$ cat config.mk
export PLATFORM = sky130hd
export DESIGN_NAME = adc_sport_rx
export DESIGN_NICKNAME = d
export VERILOG_FILES = /design/src/rtl/adc_sport_pkg.sv /design/src/rtl/adc_sport_fifo.sv /design/src/rtl/adc_sport_rx.sv
export SDC_FILE = /design/constraint.sdc
export NUM_CORES = 1
export LEC_CHECK = 0
export ABC_AREA = 1
export CAP_MARGIN = 40
export CORE_UTILIZATION = 50
export CTS_CLUSTER_DIAMETER = 30
export DETAILED_ROUTE_END_ITERATION = 8
export PLACE_DENSITY = 0.76
export SETUP_SLACK_MARGIN = 0.05
export SYNTH_ARGS = -nofsm -noshare
export SYNTH_HDL_FRONTEND = slang
export SYNTH_SLANG_ARGS = --single-unit
$ cat constraint.sdc
create_clock -name adc_clk -period 3.7 [get_ports adc_clk]
set_clock_uncertainty 0.05 [all_clocks]
set_input_delay 0.555 -clock adc_clk [delete_from_list [all_inputs] [get_ports adc_clk]]
set_output_delay 0.555 -clock adc_clk [all_outputs]
set_load 0.01 [all_outputs]
$ cat src/rtl/adc_sport_pkg.sv
// adc_sport_pkg
//   Shared definitions for the ADC serial-port receiver:
//   - sport_state_e : receive FSM states (IDLE waiting for a frame sync,
//                     SHIFT collecting bits of a word)
//   - FS_PER_WORD / FS_PER_FRAME : frame-sync mode selectors
//   - ch_w()        : width of the channel index, never less than 1 bit
package adc_sport_pkg;

  typedef enum logic {
    ST_IDLE  = 1'b0,
    ST_SHIFT = 1'b1
  } sport_state_e;

  localparam int FS_PER_WORD  = 0;
  localparam int FS_PER_FRAME = 1;

  function automatic int ch_w(input int n);
    return (n <= 1) ? 1 : $clog2(n);
  endfunction

endpackage

$ cat src/rtl/adc_sport_fifo.sv
// sport_fifo
//   Synchronous single-clock FIFO holding received words.
//   clk_i, rst_l_i     : clock, asynchronous active-low reset
//   wr_en_i, wr_data_i : push request and data; accepted when not full,
//                        or when full and a pop happens in the same cycle
//   rd_en_i            : pop request (ignored when empty)
//   rd_data_o          : head entry (valid only when !empty_o)
//   full_o, empty_o    : occupancy flags
//   level_o            : number of stored entries, 0..DEPTH
//   DEPTH must be a power of two so the pointers wrap naturally.
module sport_fifo #(
  parameter int WIDTH = 16,
  parameter int DEPTH = 8
) (
  input  logic                     clk_i,
  input  logic                     rst_l_i,
  input  logic                     wr_en_i,
  input  logic [WIDTH-1:0]         wr_data_i,
  input  logic                     rd_en_i,
  output logic [WIDTH-1:0]         rd_data_o,
  output logic                     full_o,
  output logic                     empty_o,
  output logic [$clog2(DEPTH):0]   level_o
);

  localparam int AW = $clog2(DEPTH);
  localparam int LW = AW + 1;

  logic [WIDTH-1:0] mem_q [DEPTH];
  logic [AW-1:0]    wr_ptr_q, rd_ptr_q;
  logic [LW-1:0]    level_q;
  logic             wr_ok, rd_ok;

  assign full_o    = (level_q == LW'(DEPTH));
  assign empty_o   = (level_q == '0);
  assign level_o   = level_q;
  assign rd_data_o = mem_q[rd_ptr_q];

  // A full FIFO still takes a write when the head leaves in the same cycle.
  assign rd_ok = rd_en_i && !empty_o;
  assign wr_ok = wr_en_i && (!full_o || rd_ok);

  always_ff @(posedge clk_i) begin
    if (wr_ok) begin
      mem_q[wr_ptr_q] <= wr_data_i;
    end
  end

  always_ff @(posedge clk_i or negedge rst_l_i) begin
    if (!rst_l_i) begin
      wr_ptr_q <= '0;
      rd_ptr_q <= '0;
      level_q  <= '0;
    end else begin
      if (wr_ok) wr_ptr_q <= wr_ptr_q + AW'(1);
      if (rd_ok) rd_ptr_q <= rd_ptr_q + AW'(1);
      case ({wr_ok, rd_ok})
        2'b10:   level_q <= level_q + LW'(1);
        2'b01:   level_q <= level_q - LW'(1);
        default: level_q <= level_q;
      endcase
    end
  end

endmodule

$ cat src/rtl/adc_sport_rx.sv
// adc_sport_rx
//   Receiver for a converter serial port (SCLK / SDOFS / SDO). Words arrive
//   MSB first, framed by SDOFS, and are tagged with a channel index before
//   being queued in an output FIFO.
//   adc_clk, rst_l      : block clock, asynchronous active-low reset
//   en                  : receive enable (se mirrors it one cycle later)
//   sync                : one-cycle frame restart (channel counter to 0)
//   sclk, sdofs, sdo    : serial port pins, asynchronous to adc_clk
//   se                  : serial enable to the converter
//   m_valid/m_ready     : output stream handshake
//   m_data, m_ch        : received word and its channel index
//   overflow, frame_err : sticky status, cleared by clr_status
//   fifo_level          : current FIFO occupancy
//   adc_clk must run at least 4x sclk so every sclk phase is seen.
module adc_sport_rx
  import adc_sport_pkg::*;
#(
  parameter int WORD_W     = 16,
  parameter int N_CH       = 6,
  parameter int FS_MODE    = FS_PER_WORD,
  parameter int FIFO_DEPTH = 8
) (
  input  logic                        adc_clk,
  input  logic                        rst_l,
  input  logic                        en,
  input  logic                        sync,
  input  logic                        sclk,
  input  logic                        sdofs,
  input  logic                        sdo,
  output logic                        se,
  output logic                        m_valid,
  input  logic                        m_ready,
  output logic [WORD_W-1:0]           m_data,
  output logic [ch_w(N_CH)-1:0]       m_ch,
  output logic                        overflow,
  output logic                        frame_err,
  input  logic                        clr_status,
  output logic [$clog2(FIFO_DEPTH):0] fifo_level
);

  localparam int CH_W  = ch_w(N_CH);
  localparam int CNT_W = $clog2(WORD_W + 1);
  localparam int FW    = CH_W + WORD_W;

  // Pin synchronizers; sclk gets a third flop as edge-detect history.
  logic sclk_s1_q, sclk_s2_q, sclk_s3_q;
  logic sdofs_s1_q, sdofs_s2_q;
  logic sdo_s1_q, sdo_s2_q;
  logic strobe;

  always_ff @(posedge adc_clk or negedge rst_l) begin
    if (!rst_l) begin
      sclk_s1_q  <= 1'b0;
      sclk_s2_q  <= 1'b0;
      sclk_s3_q  <= 1'b0;
      sdofs_s1_q <= 1'b0;
      sdofs_s2_q <= 1'b0;
      sdo_s1_q   <= 1'b0;
      sdo_s2_q   <= 1'b0;
    end else begin
      sclk_s1_q  <= sclk;
      sclk_s2_q  <= sclk_s1_q;
      sclk_s3_q  <= sclk_s2_q;
      sdofs_s1_q <= sdofs;
      sdofs_s2_q <= sdofs_s1_q;
      sdo_s1_q   <= sdo;
      sdo_s2_q   <= sdo_s1_q;
    end
  end

  // sdofs/sdo pass through the same depth as sclk, so at the strobe they
  // show the values present at the pin rising edge.
  assign strobe = sclk_s2_q && !sclk_s3_q;

  // Receive FSM
  sport_state_e       state_q, state_d;
  logic [CNT_W-1:0]   bit_cnt_q, bit_cnt_d;
  logic [WORD_W-1:0]  shreg_q, shreg_d;
  logic [CH_W-1:0]    ch_q, ch_d;
  logic [WORD_W-1:0]  shifted;
  logic [WORD_W-1:0]  restart;
  logic [CH_W-1:0]    ch_next;
  logic               last_ch;
  logic               push;
  logic               fe_set;
  logic               se_q;

  assign shifted = {shreg_q[WORD_W-2:0], sdo_s2_q};
  assign restart = {{(WORD_W-1){1'b0}}, sdo_s2_q};
  assign last_ch = (ch_q == CH_W'(N_CH - 1));
  assign ch_next = last_ch ? '0 : ch_q + CH_W'(1);

  always_comb begin
    state_d   = state_q;
    bit_cnt_d = bit_cnt_q;
    shreg_d   = shreg_q;
    ch_d      = ch_q;
    push      = 1'b0;
    fe_set    = 1'b0;

    if (!en) begin
      state_d   = ST_IDLE;
      bit_cnt_d = '0;
    end else if (sync) begin
      // sync beats a completing word: nothing is pushed this cycle.
      state_d   = ST_IDLE;
      bit_cnt_d = '0;
      ch_d      = '0;
    end else if (strobe) begin
      case (state_q)
        ST_IDLE: begin
          if (sdofs_s2_q) begin
            state_d   = ST_SHIFT;
            shreg_d   = restart;
            bit_cnt_d = CNT_W'(1);
            // In per-frame mode a frame sync always opens channel 0.
            if (FS_MODE == FS_PER_FRAME && ch_q != '0) begin
              fe_set = 1'b1;
              ch_d   = '0;
            end
          end
        end
        ST_SHIFT: begin
          if (sdofs_s2_q) begin
            // Unexpected frame sync: drop the partial word, restart on this bit.
            fe_set    = 1'b1;
            shreg_d   = restart;
            bit_cnt_d = CNT_W'(1);
            if (FS_MODE == FS_PER_FRAME) ch_d = '0;
          end else if (bit_cnt_q == CNT_W'(WORD_W - 1)) begin
            push      = 1'b1;
            shreg_d   = shifted;
            bit_cnt_d = '0;
            ch_d      = ch_next;
            if (FS_MODE == FS_PER_WORD || last_ch) state_d = ST_IDLE;
          end else begin
            shreg_d   = shifted;
            bit_cnt_d = bit_cnt_q + CNT_W'(1);
          end
        end
        default: begin
          state_d   = ST_IDLE;
          bit_cnt_d = '0;
        end
      endcase
    end
  end

  always_ff @(posedge adc_clk or negedge rst_l) begin
    if (!rst_l) begin
      state_q   <= ST_IDLE;
      bit_cnt_q <= '0;
      shreg_q   <= '0;
      ch_q      <= '0;
      se_q      <= 1'b0;
    end else begin
      state_q   <= state_d;
      bit_cnt_q <= bit_cnt_d;
      shreg_q   <= shreg_d;
      ch_q      <= ch_d;
      se_q      <= en;
    end
  end

  assign se = se_q;

  // Output queue
  logic [FW-1:0] rd_data;
  logic          fifo_full, fifo_empty, pop;

  assign m_valid = !fifo_empty;
  assign pop     = m_valid && m_ready;

  sport_fifo #(
    .WIDTH (FW),
    .DEPTH (FIFO_DEPTH)
  ) u_fifo (
    .clk_i     (adc_clk),
    .rst_l_i   (rst_l),
    .wr_en_i   (push),
    .wr_data_i ({ch_q, shifted}),
    .rd_en_i   (pop),
    .rd_data_o (rd_data),
    .full_o    (fifo_full),
    .empty_o   (fifo_empty),
    .level_o   (fifo_level)
  );

  // Stored entries are not reset, so the outputs read zero while empty.
  assign m_data = m_valid ? rd_data[WORD_W-1:0] : '0;
  assign m_ch   = m_valid ? rd_data[FW-1:WORD_W] : '0;

  // Sticky status; a set event in the same cycle as clr_status wins.
  logic ovf_q, fe_q;
  logic ovf_set;

  assign ovf_set = push && fifo_full && !pop;

  always_ff @(posedge adc_clk or negedge rst_l) begin
    if (!rst_l) begin
      ovf_q <= 1'b0;
      fe_q  <= 1'b0;
    end else begin
      ovf_q <= ovf_set || (ovf_q && !clr_status);
      fe_q  <= fe_set  || (fe_q  && !clr_status);
    end
  end

  assign overflow  = ovf_q;
  assign frame_err = fe_q;

endmodule
-- After elaboration in Yosys (flattened, before gate mapping)
Memory sizes are Yosys's and may differ from the RTL's.
Cells that the tools add are included.
- add/subtract/negate cells: 6
- $mul: 0
- divide/modulo/power cells: 0
- order comparisons: 0
- eq/ne operators: 9
- shift-type cells: 0
- multiplexer cells: 38
- bitwise gates (word level): 2
- reductions and logical operators: 24
- operators with widths (operator ; count):
    $mux W15 ; 2
    $mux W5 ; 6
    $pmux W15 S2 ; 1
    $mux W3 ; 7
    $mux W1 ; 18
    $mux W16 ; 1
    $pmux W5 S2 ; 1
    $add A3 B1 Y3 const B ; 3
    $logic_and A1 B1 Y1 ; 8
    $pmux W4 S2 ; 1
    $reduce_bool A2 Y1 ; 4
    $add A5 B1 Y5 const B ; 1
    $eq A5 B4 Y1 const B ; 1
    $logic_not A1 Y1 ; 5
    $reduce_and A5 Y1 ; 1
    $add A4 B1 Y4 const B ; 1
    $eq A4 B4 Y1 const B ; 1
    $logic_not A4 Y1 ; 1
    $ne A2 B2 Y1 const B ; 2
    $ne A4 B4 Y1 const B ; 1
    $reduce_and A4 Y1 ; 1
    $sub A4 B1 Y4 const B ; 1
    $eq A3 B3 Y1 const B ; 1
    $logic_or A1 B1 Y1 ; 3
    other kinds (6) ; 7
- bits in registers: 44
- bits in latches: 0
- RAM bits: 152
- memory bits (read-only): 0
- bits of input ports: 9
- output and inout port bits: 27
- logic and storage cells: 97
- memories: 1
- memories (name ; depth ; width ; read ports ; clocked after memory_dff ; write ports ; RTL line ; RTL):
    u_fifo.mem_q ; 8 ; 19 ; 1 ; 0 ; 1 ; adc_sport_fifo.sv:29 ; logic [WIDTH-1:0] mem_q [DEPTH];

-- Longest topological paths before layout
- word-level depth: 10
- gate-level depth with buffers: 15
- mapped depth without buffers: 15

-- By module
A second synthesis with hierarchy kept.
- cell total of the unflattened synthesis: 691
- area, all modules: 8159.1 sq um
- modules (own cells, without submodules) (module ; instances ; cells an instance ; area each (sq um) ; sequential area each (sq um)):
    sport_fifo ; 1 ; 502 ; 6583.8 ; 4814.6
    adc_sport_rx ; 1 ; 189 ; 1575.3 ; 850.8

-- Worst setup path after synthesis
OpenSTA, ideal clock, no wires.
- kind: in2reg
- start: input port en
- end: memory u_fifo.mem_q[1][0] in the netlist's numbering, enable pin
- library setup time: 0.395 ns
- data arrival time: 2.040 ns
- data required time: 3.255 ns
- path slack: 1.216 ns
- stages on the path: 8
- buffers on the path: 0
- path through: inv_1 nor2_2 nand3_1 inv_1 nand3_4 inv_2 nand2_1 nor2_1
- cells in the longest elaborated chain, start to end: 4
- RTL lines (what ; RTL line ; RTL):
    from (decl) ; adc_sport_rx.sv:25 ; input logic en,
    $mux W1 ; adc_sport_rx.sv:101 ; if (!en) begin
    $logic_and A1 B1 Y1 ; adc_sport_fifo.sv:41 ; assign wr_ok = wr_en_i && (!full_o || rd_ok);
    $mux W1 ; adc_sport_fifo.sv:44 ; if (wr_ok) begin
    $mux W1 (not written as such) ; adc_sport_fifo.sv:45 ; mem_q[wr_ptr_q] <= wr_data_i;
    to (decl) ; adc_sport_fifo.sv:29 ;
Every way passes these cells.

-- Worst setup path after layout
- start: register u_fifo.rd_ptr_q[0]
- end: output port m_data[8]
- cells in the longest elaborated chain, start to end: 2
- RTL lines (what ; RTL line ; RTL):
    from (decl) ; adc_sport_fifo.sv:30 ; logic [AW-1:0] wr_ptr_q, rd_ptr_q;
    from (signal assigned) ; adc_sport_fifo.sv:56 ; if (rd_ok) rd_ptr_q <= rd_ptr_q + AW'(1);
    $mem_v2 Z8 W19 ; - ;
    $mux W16 ; adc_sport_rx.sv:190 ; assign m_data = m_valid ? rd_data[WORD_W-1:0] : '0;
    to (decl) ; adc_sport_rx.sv:33 ; output logic [WORD_W-1:0] m_data,
Every way passes these cells.

==> results.ini <==
[run_status]
outcome = completed

[critical_path]
cp_data_required_time_ns = 3.09
crit_path_start_kind = flop
worst_ep_arrival_time_ns = 2.65
cp_max_fo = 23
type_of_element_capturing_the_critical_path = output pin
critical_setup_path_kind = flop to output pin

[synthesis]
mappedNetlistArea_um2 = 7960
yosysWarningCount = 0
synth-seq-cells = 196
synthesis.area_per_instance_um2 = 11.54
number_of_standard_cells_after_synthesis = 690
seq_area_frac_synth_pct = 71.17
yosys.cell_types.count = 27
mappedNetlistNets = 705

[power]
ir_worst_vdd_uv = 385.5
power_leakage_nw = 3.329
power.density_nw_per_um2 = 487.1

[clock_tree]
tritoncts_clock_tree = built
clock-sinks = 196
path_clk_slew_ns = 0.07
cts-root-to-sink-buffers = 2
clockRootBuffer = sky130_fd_sc_hd__clkbuf_16
clock_insertion_delay_worst_skew_ns = 0.43
postCtsResizedCells = 0
numCtsBuffers = 17
cts_hold_buf = 0
post-cts-setup-buffer-count = 0
cts-htree-levels = 4

[global_route]
vias_in_the_first_global_route = 5307
grt_start_max_net_pins = 52
grt_pass1_wl_mm = 27.30
global_route.overflow_total = 0
number_of_antenna_violations_at_the_first_check_in_global_routing = 0
grtUsageTotal_pct = 22.38

[sta]
finalCriticalPeriod_ns = 3.251
timing_hold_violations_final = 0
rsz0062_at_grt = no
worstMarginPinSlew_ns = 0.5463
fin_hold_ws_ns = 0.03759
max_clk_rate_mhz = 307.6
report.final.slew_viol_count = 0
setup_total_negative_slack_ns = 0
finalCritPeriodShare_pct = 87.87
report.final.setup_viol = 0
slew-limit-headroom_pct = 63.48

[die]
io_count = 36
core_area_um2 = 15370
rows = 45
dieArea_um2 = 16430
chipHeight_um = 128.2
die_width_um = 128.2
initial_utilization_pct = 51.79

[placement]
detailedPlacementHpwl_mm = 10.04
globalplace.congestion = 0.7991
numPortBuffers = 35
dpl-instance-area_um2 = 8602

[detailed_routing]
first_drt_iteration_drcs = 668
wl_mm = 17.20
dr.max_layer_used = met4
met1Wirelength_mm = 7.154
drtPass1Iterations = 7
detail_route.drc_violations = 0
wire_per_inst_um = 17.95
routed-wl-met2_mm = 8.648
routed_via_density = 5.571
met3RoutedLength_mm = 1.170
postRouteAntennaNets = 0
vias_after_detailed_routing = 5337

[finish]
most-common-layout-cells = sky130_fd_sc_hd__nor2_1 (167), sky130_fd_sc_hd__edfxtp_1 (152), sky130_fd_sc_hd__o21ai_0 (85)
num_antenna_cells = 0
finalInstanceArea_um2 = 9198
layout_commonest_cell = sky130_fd_sc_hd__nor2_1
syn_to_final_growth_pct = 15.55
fin_nets = 749
drive_above_1_share_pct = 8.568

[min_path]
hold_path_class = primary input to async pin

[job]
cap_viol_max_count = 0

where the power goes:
part | switching [W] | total (W) | internal, W
clock | 0.000755 | 0.00185 | 0.00110
combinational | 0.0000525 | 0.0000872 | 0.0000347
sequential | 0.0000790 | 0.00254 | 0.00246
Yosys cell counts:
cell type	n	share of area [%]
sky130_fd_sc_hd__nor2_1	167	7.9
sky130_fd_sc_hd__edfxtp_1	152	57
sky130_fd_sc_hd__o21ai_0	85	5.3
sky130_fd_sc_hd__o21ai_1	57	3.6
sky130_fd_sc_hd__nand2_1	49	2.3
sky130_fd_sc_hd__dfrtp_1	44	14
sky130_fd_sc_hd__inv_1	41	1.9
sky130_fd_sc_hd__clkbuf_1	15	0.71
sky130_fd_sc_hd__o22ai_1	15	1.2
sky130_fd_sc_hd__nand3_1	12	0.75
sky130_fd_sc_hd__buf_2	7	0.44
sky130_fd_sc_hd__buf_6	6	0.85
sky130_fd_sc_hd__ha_1	6	0.94
sky130_fd_sc_hd__nor2_2	5	0.39
sky130_fd_sc_hd__a21oi_1	4	0.25
sky130_fd_sc_hd__inv_2	4	0.19
sky130_fd_sc_hd__nand4_1	4	0.31
sky130_fd_sc_hd__xor2_1	4	0.44
sky130_fd_sc_hd__buf_4	3	0.28
sky130_fd_sc_hd__o21bai_1	2	0.19
sky130_fd_sc_hd__xnor2_1	2	0.22
sky130_fd_sc_hd__a21boi_0	1	0.094
sky130_fd_sc_hd__buf_1	1	0.047
sky130_fd_sc_hd__nand2_2	1	0.079
sky130_fd_sc_hd__nand3_4	1	0.22
sky130_fd_sc_hd__o32ai_1	1	0.11
sky130_fd_sc_hd__or2_2	1	0.079
metrics by stage:
stage	util (%)	total power (W)	cells	worst slack, ns
CTS	59.84	0.004489	958	0.4417
floorplan	-	0.002605	690	1.216
finish	59.84	0.004480	958	0.4488
detailed placement	55.96	0.002671	926	0.8084
global placement	55.70	0.002655	924	0.8914
global route	59.84	0.004606	958	0.2547
cells by family after synthesis:
| group | synth area share (%) |
|---|---|
| simple gates | 12.02 |
| buf+inv | 4.448 |
| fa+ha+maj | 0.9431 |
| xor+xnor | 0.6602 |
| flops | 71.17 |
| compound gates | 10.75 |
layout make-up:
type                    count  area, um^2
fillers                  1166        6173
clock buffers              23       467.9
clock inverters             9       127.6
well taps                 211       264.0
multi-input cells         417        1941
flip-flops and latches    196        5668
inverters                  45       168.9
repair buffers             57       560.5
per-layer routing:
| metal | vias up | global-route usage, % |
|---|---|---|
| li1 | 2470 | - |
| met2 | 210 | 36.96 |
| met4 | 0 | 8.166 |
| met1 | 2635 | 28.86 |
| met3 | 22 | 5.467 |
| met5 | - | 0 |
worst paths after layout:
kind / from / end / slack, ns / depth (start not counted)
setup reg to reg: u_fifo.level_o[1]$_DFFE_PN0P_ / u_fifo.level_o[2]$_DFFE_PN0P_ / 0.96 / 12
setup / recovery: u_fifo.rd_ptr_q[0]$_DFFE_PN0P_ / m_data[8] / 0.45 / 7
max in group asynchronous: rst_l / u_fifo.rd_ptr_q[1]$_DFFE_PN0P_ / 3.03 / 2
hold / removal: rst_l / ch_q[2]$_DFFE_PN0P_ / 0.04 / 1
hold reg to reg: sdo_s1_q$_DFF_PN0_ / sdo_s2_q$_DFF_PN0_ / 0.30 / 0
min in group adc_clk: sdo_s1_q$_DFF_PN0_ / sdo_s2_q$_DFF_PN0_ / 0.30 / 0
worst max-delay path, cell delays in order, from the launching register on:
cell and delay, ns:
sky130_fd_sc_hd__dfrtp_2 0.42, sky130_fd_sc_hd__inv_2 0.37, sky130_fd_sc_hd__buf_4 0.33, sky130_fd_sc_hd__nor2_1 0.06
sky130_fd_sc_hd__o21ai_0 0.20, sky130_fd_sc_hd__o21ai_1 0.10, sky130_fd_sc_hd__nor2_1 0.16, sky130_fd_sc_hd__clkdlybuf4s50_1 0.57
state kept, by name (all words and copies together), names as in the netlist, 3 cells and up:
register         flops
u_fifo.mem_q       152
shreg_q             15
bit_cnt_q            5
u_fifo.level_o       4
ch_q                 3
u_fifo.rd_ptr_q      3
u_fifo.wr_ptr_q      3
(Power assumes the default switching activity.)
